==> config.mk <==
export PLATFORM = sky130hd
export DESIGN_NAME = pattern_101_tx
export DESIGN_NICKNAME = d
export VERILOG_FILES = /design/src/rtl/pattern_101_tx.sv
export SDC_FILE = /design/constraint.sdc
export NUM_CORES = 1
export LEC_CHECK = 0
export CAP_MARGIN = 10
export CORE_MARGIN = 5
export CORE_UTILIZATION = 45
export DETAILED_ROUTE_END_ITERATION = 6
export HOLD_SLACK_MARGIN = 0.08
export PLACE_DENSITY = 0.67
export SLEW_MARGIN = 20
export SYNTH_ARGS = -nofsm -noshare
export SYNTH_HDL_FRONTEND = slang
export SYNTH_SLANG_ARGS = --single-unit
==> constraint.sdc <==
create_clock -name clock -period 3.8 [get_ports clock]
set_input_delay 0.76 -clock clock [delete_from_list [all_inputs] [get_ports clock]]
set_output_delay 0.76 -clock clock [all_outputs]
set_load 0.1 [all_outputs]
==> src/rtl/pattern_101_tx.sv <==
// Serial frame transmitter: preamble 1,0,1, payload MSB first,
// optional even parity, then a run of trailing zero guard bits.
module pattern_101_tx #(
    parameter int DATA_WIDTH = 8,
    parameter int PARITY_EN  = 1,
    parameter int GUARD_BITS = 2
) (
    input  logic                  clock,
    input  logic                  reset,
    input  logic [DATA_WIDTH-1:0] iDATA,
    input  logic                  iVALID,
    output logic                  oREADY,
    output logic                  oOUT,
    output logic                  oBUSY,
    output logic                  oDONE
);

    localparam int MAXC = (DATA_WIDTH > GUARD_BITS) ? DATA_WIDTH : GUARD_BITS;
    localparam int CW   = $clog2(MAXC + 1);

    localparam logic [CW-1:0] DATA_LAST  = CW'(DATA_WIDTH - 1);
    localparam logic [CW-1:0] GUARD_LAST = CW'(GUARD_BITS - 1);

    typedef enum logic [2:0] {
        IDLE,
        PRE,
        DATA,
        PAR,
        GUARD
    } state_t;

    state_t                  state_q;
    logic [DATA_WIDTH-1:0]   shift_q;
    logic [CW-1:0]           cnt_q;
    logic                    par_q;
    logic                    out_q;
    logic                    done_q;

    // Ready is purely a function of state and reset, never of iVALID.
    assign oREADY = (state_q == IDLE) && reset;
    assign oBUSY  = (state_q != IDLE);
    assign oOUT   = out_q;
    assign oDONE  = done_q;

    // Frame sequencer; every serial bit and the done pulse are registered here.
    always_ff @(posedge clock) begin
        if (!reset) begin
            state_q <= IDLE;
            shift_q <= '0;
            cnt_q   <= '0;
            par_q   <= 1'b0;
            out_q   <= 1'b0;
            done_q  <= 1'b0;
        end else begin
            done_q <= 1'b0;
            unique case (state_q)
                IDLE: begin
                    out_q <= 1'b0;
                    cnt_q <= '0;
                    if (iVALID) begin
                        shift_q <= iDATA;
                        par_q   <= 1'b0;
                        out_q   <= 1'b1;
                        state_q <= PRE;
                    end
                end
                PRE: begin
                    if (cnt_q == '0) begin
                        out_q <= 1'b0;
                        cnt_q <= CW'(1);
                    end else begin
                        out_q   <= 1'b1;
                        cnt_q   <= '0;
                        state_q <= DATA;
                    end
                end
                DATA: begin
                    // Parity accumulates from the captured copy as it shifts out.
                    out_q   <= shift_q[DATA_WIDTH-1];
                    par_q   <= par_q ^ shift_q[DATA_WIDTH-1];
                    shift_q <= shift_q << 1;
                    if (cnt_q == DATA_LAST) begin
                        cnt_q   <= '0;
                        state_q <= (PARITY_EN != 0) ? PAR : GUARD;
                    end else begin
                        cnt_q <= cnt_q + CW'(1);
                    end
                end
                PAR: begin
                    out_q   <= par_q;
                    state_q <= GUARD;
                end
                GUARD: begin
                    out_q <= 1'b0;
                    if (cnt_q == GUARD_LAST) begin
                        cnt_q   <= '0;
                        done_q  <= 1'b1;
                        state_q <= IDLE;
                    end else begin
                        cnt_q <= cnt_q + CW'(1);
                    end
                end
                default: begin
                    out_q   <= 1'b0;
                    cnt_q   <= '0;
                    state_q <= IDLE;
                end
            endcase
        end
    end

endmodule
==> results.sh <==
export IMPL_synth_area_leaders="dfxtp_1, a222oi_1, nor2_1, a21oi_1, ha_1"
export IMPL_path_cells="clkdlybuf4s50_1, inv_1, nor2_1, buf_4"
export IMPL_postCtsSetupBuffers=0
export IMPL_cts_resized=0
export IMPL_synth_top_area_cell="dfxtp_1"
export IMPL_synth_area_um2=920
export IMPL_dp_hpwl_mm=1.35
export IMPL_cts_buffer_depth=2
export IMPL_io_buffers=14
export IMPL_place_area_um2=1050
export IMPL_max_stage_delay_ns=0.58
export IMPL_die_width_um=55.2
export IMPL_fin_nets=129
export IMPL_area_delta_synth_final_pct=16.6
export IMPL_p_per_area_nw_per_um2=349
export IMPL_synthXorXnorAreaFrac=0
export IMPL_rrSetupSlack_ns=2.06
export IMPL_drive_above_1_share=0.133
export IMPL_synthAdderAreaFrac=0.0408
export IMPL_final_common_cell="dfxtp_1"
export IMPL_grt_pass1_wl_mm=3.33
export IMPL_crit_path_end_kind="output port"
export IMPL_r2r_cells=4
export IMPL_final_cell_mix="dfxtp_1, nor2_1, clkdlybuf4s50_1"
export IMPL_viasPerCell=5.59
export IMPL_synth_top_area_frac=0.392
export IMPL_worstSetupStartpointType="input port"
export IMPL_drv_cap=0
export IMPL_core_um2=1960
export IMPL_yosysWarnings=0
export IMPL_worst_path_max_fanout=13
export IMPL_antenna_left=0
export IMPL_drcViolationCount=0
export IMPL_synthSimpleGateAreaFrac=0.294
export IMPL_p_leak_nw=0.379
export IMPL_worstSkewPairLatency_ns=0.29
export IMPL_crit_buf_inv=3
export IMPL_ios=15
export IMPL_synth_fp_nets=115
export IMPL_fmax_ghz=0.356
export IMPL_period_minus_slack_ns=2.81
export IMPL_fin_skew_ns=0.000900
export IMPL_clk_pin_slew_worst_paths_ns=0.10
export IMPL_hold_class="flip-flop to flip-flop"
export IMPL_cts_tree="done"
export IMPL_drt_first_pass_iters=7
export IMPL_ys_types=33
export IMPL_wirelength_mm=1.84
export IMPL_routedWlPerCell_um=13.1
export IMPL_setup_worst_path_start="reset"
export IMPL_total_power_mw=0.374
export IMPL_crit_type="input port to output port"
export IMPL_path_delay_family="buffers and inverters"
export IMPL_worst_pin_slew_ns=0.961
export IMPL_setup_viol=0
export IMPL_rsz0062_at_grt="no"
export IMPL_hold_violations=0
export IMPL_clockRootBuffer="clkbuf_4"
export IMPL_row_count=16
export IMPL_crit_required_ns=3.04
export IMPL_r2r_start="state_q[1]$_SDFFE_PN0P_"
export IMPL_status="complete, no violations"
export IMPL_synth_top_family_by_area="simple AND/OR/NAND/NOR gates"
export IMPL_ctsHoldBuffers=0
export IMPL_maxSlewHeadroom=0.357
export IMPL_num_antenna_cells=0
export IMPL_num_vias=782
export IMPL_cts_htree_levels=1
export IMPL_initial_core_util=0.469
export IMPL_synthCells=101
export IMPL_gp_congestion=0.785
export IMPL_numClockSinks=18
export IMPL_grt_usage=0.132
export IMPL_synth_seq_cells=18
export IMPL_slowest_stage="clkdlybuf4s50_1"
export IMPL_synth_mux_area_frac=0
export IMPL_r2r_end="cnt_q[3]$_SDFFE_PN0P_"
export IMPL_syn_area_per_cell_um2=9.11
export IMPL_fin_area_um2=1070
export IMPL_antenna_found_initial=0
export IMPL_crit_path_end="oREADY"
export IMPL_period_share=0.740
export IMPL_ir_drop_uv=239
export IMPL_fin_tns_setup_ns=0
export IMPL_grt_overflow_total=0
export IMPL_synth_compound_area_share=0.219
export IMPL_die_h_um=55.2
export IMPL_ys_seq_area_frac=0.392
export IMPL_worst_path_stages=4
export IMPL_cts_buffers=3
export IMPL_slew_viol_final=0
export IMPL_grt_pass1_vias=806
export IMPL_dieArea_um2=3050
export IMPL_arrival_ns=2.05
export IMPL_grt_max_degree=14
export IMPL_drtIter0Drc=33
==> power by group <==
group,switching [mW],internal (mW)
clock,0.0572,0.0368
combinational,0.0444,0.0298
sequential,0.00874,0.197
==> flip-flops by register name, summed over array words and instances, names as in the netlist <==
signal and cells:
par_q 1, oOUT 1, state_q 3, cnt_q 4, oDONE 1, shift_q 8
==> area by class of cell <==
| cell class | instances | area (µm²) |
|---|---|---|
| clock buffer | 3 | 22.5 |
| inverter | 3 | 11.3 |
| sequential | 18 | 360 |
| timing repair buffer | 14 | 135 |
| tap | 27 | 33.8 |
| multi-input combinational | 75 | 509 |
| fill | 200 | 890 |
==> cells by family (layout without fill, tap and decap cells) <==
family	after synthesis	after routing
flip-flops	18	18
buffers and inverters	8	20
adder cells (fa/ha/maj)	3	3
AND/OR/NAND/NOR	46	46
AO/OA/AOI/OAI	26	26
==> layer usage <==
layer  global-route usage  wire (µm)  vias up
li1                     -          -      392
met1                0.151        848      364
met2                0.215        873       19
met3               0.0303         70        7
met4               0.0903         42        0
met5                    0          0        -
==> cell usage after synthesis <==
master and count:
buf_2 1, nor3b_2 1, nand2b_1 5, nor3_1 1
or3_1 1, nor2_1 17, or3_4 1, o21ai_0 1
and2_1 1, a211oi_2 1, a21oi_1 8, clkbuf_1 1
a222oi_1 7, nand2_1 9, buf_4 1, nor3b_4 1
dfxtp_1 18, a22oi_1 1, nor4b_4 1, buf_6 2
nand3b_1 3, a31oi_1 1, o21a_1 1, o21ai_1 1
o211ai_1 2, nor3b_1 1, nor2_2 1, ha_1 3
or3b_4 1, inv_1 3, nand3_1 2, o2bb2ai_2 1
o21ai_2 2
==> worst register-to-register path, stage by stage (launching register included) <==
cell and delay (ns):
dfxtp_1 0.61, nor3b_4 0.60, o2bb2ai_2 0.22, nand3_1 0.11, a31oi_1 0.13
==> metrics by stage <==
| stage | std cells | hold slack, ns | setup slack [ns] | util |
|---|---|---|---|---|
| after floorplan | 101 | 0.435 | 0.757 | - |
| after global placement | 137 | 0.450 | 1.04 | 0.535 |
| after detailed placement | 137 | 0.461 | 0.987 | 0.535 |
| after CTS | 140 | 0.475 | 0.975 | 0.547 |
| after global routing | 140 | 0.493 | 0.910 | 0.547 |
| final | 140 | 0.474 | 0.989 | 0.547 |
==> worst min path at each step <==
stage	startpoint	cells after the start	end	slack, ns
after floorplan	par_q$_SDFFE_PN0P_	2	par_q$_SDFFE_PN0P_	0.43
after global placement	par_q$_SDFFE_PN0P_	2	par_q$_SDFFE_PN0P_	0.45
after detailed placement	par_q$_SDFFE_PN0P_	2	par_q$_SDFFE_PN0P_	0.46
after CTS	par_q$_SDFFE_PN0P_	2	par_q$_SDFFE_PN0P_	0.48
after global routing	par_q$_SDFFE_PN0P_	2	par_q$_SDFFE_PN0P_	0.49
final	par_q$_SDFFE_PN0P_	2	par_q$_SDFFE_PN0P_	0.47
No activity file was read; power rests on OpenSTA's default activity.
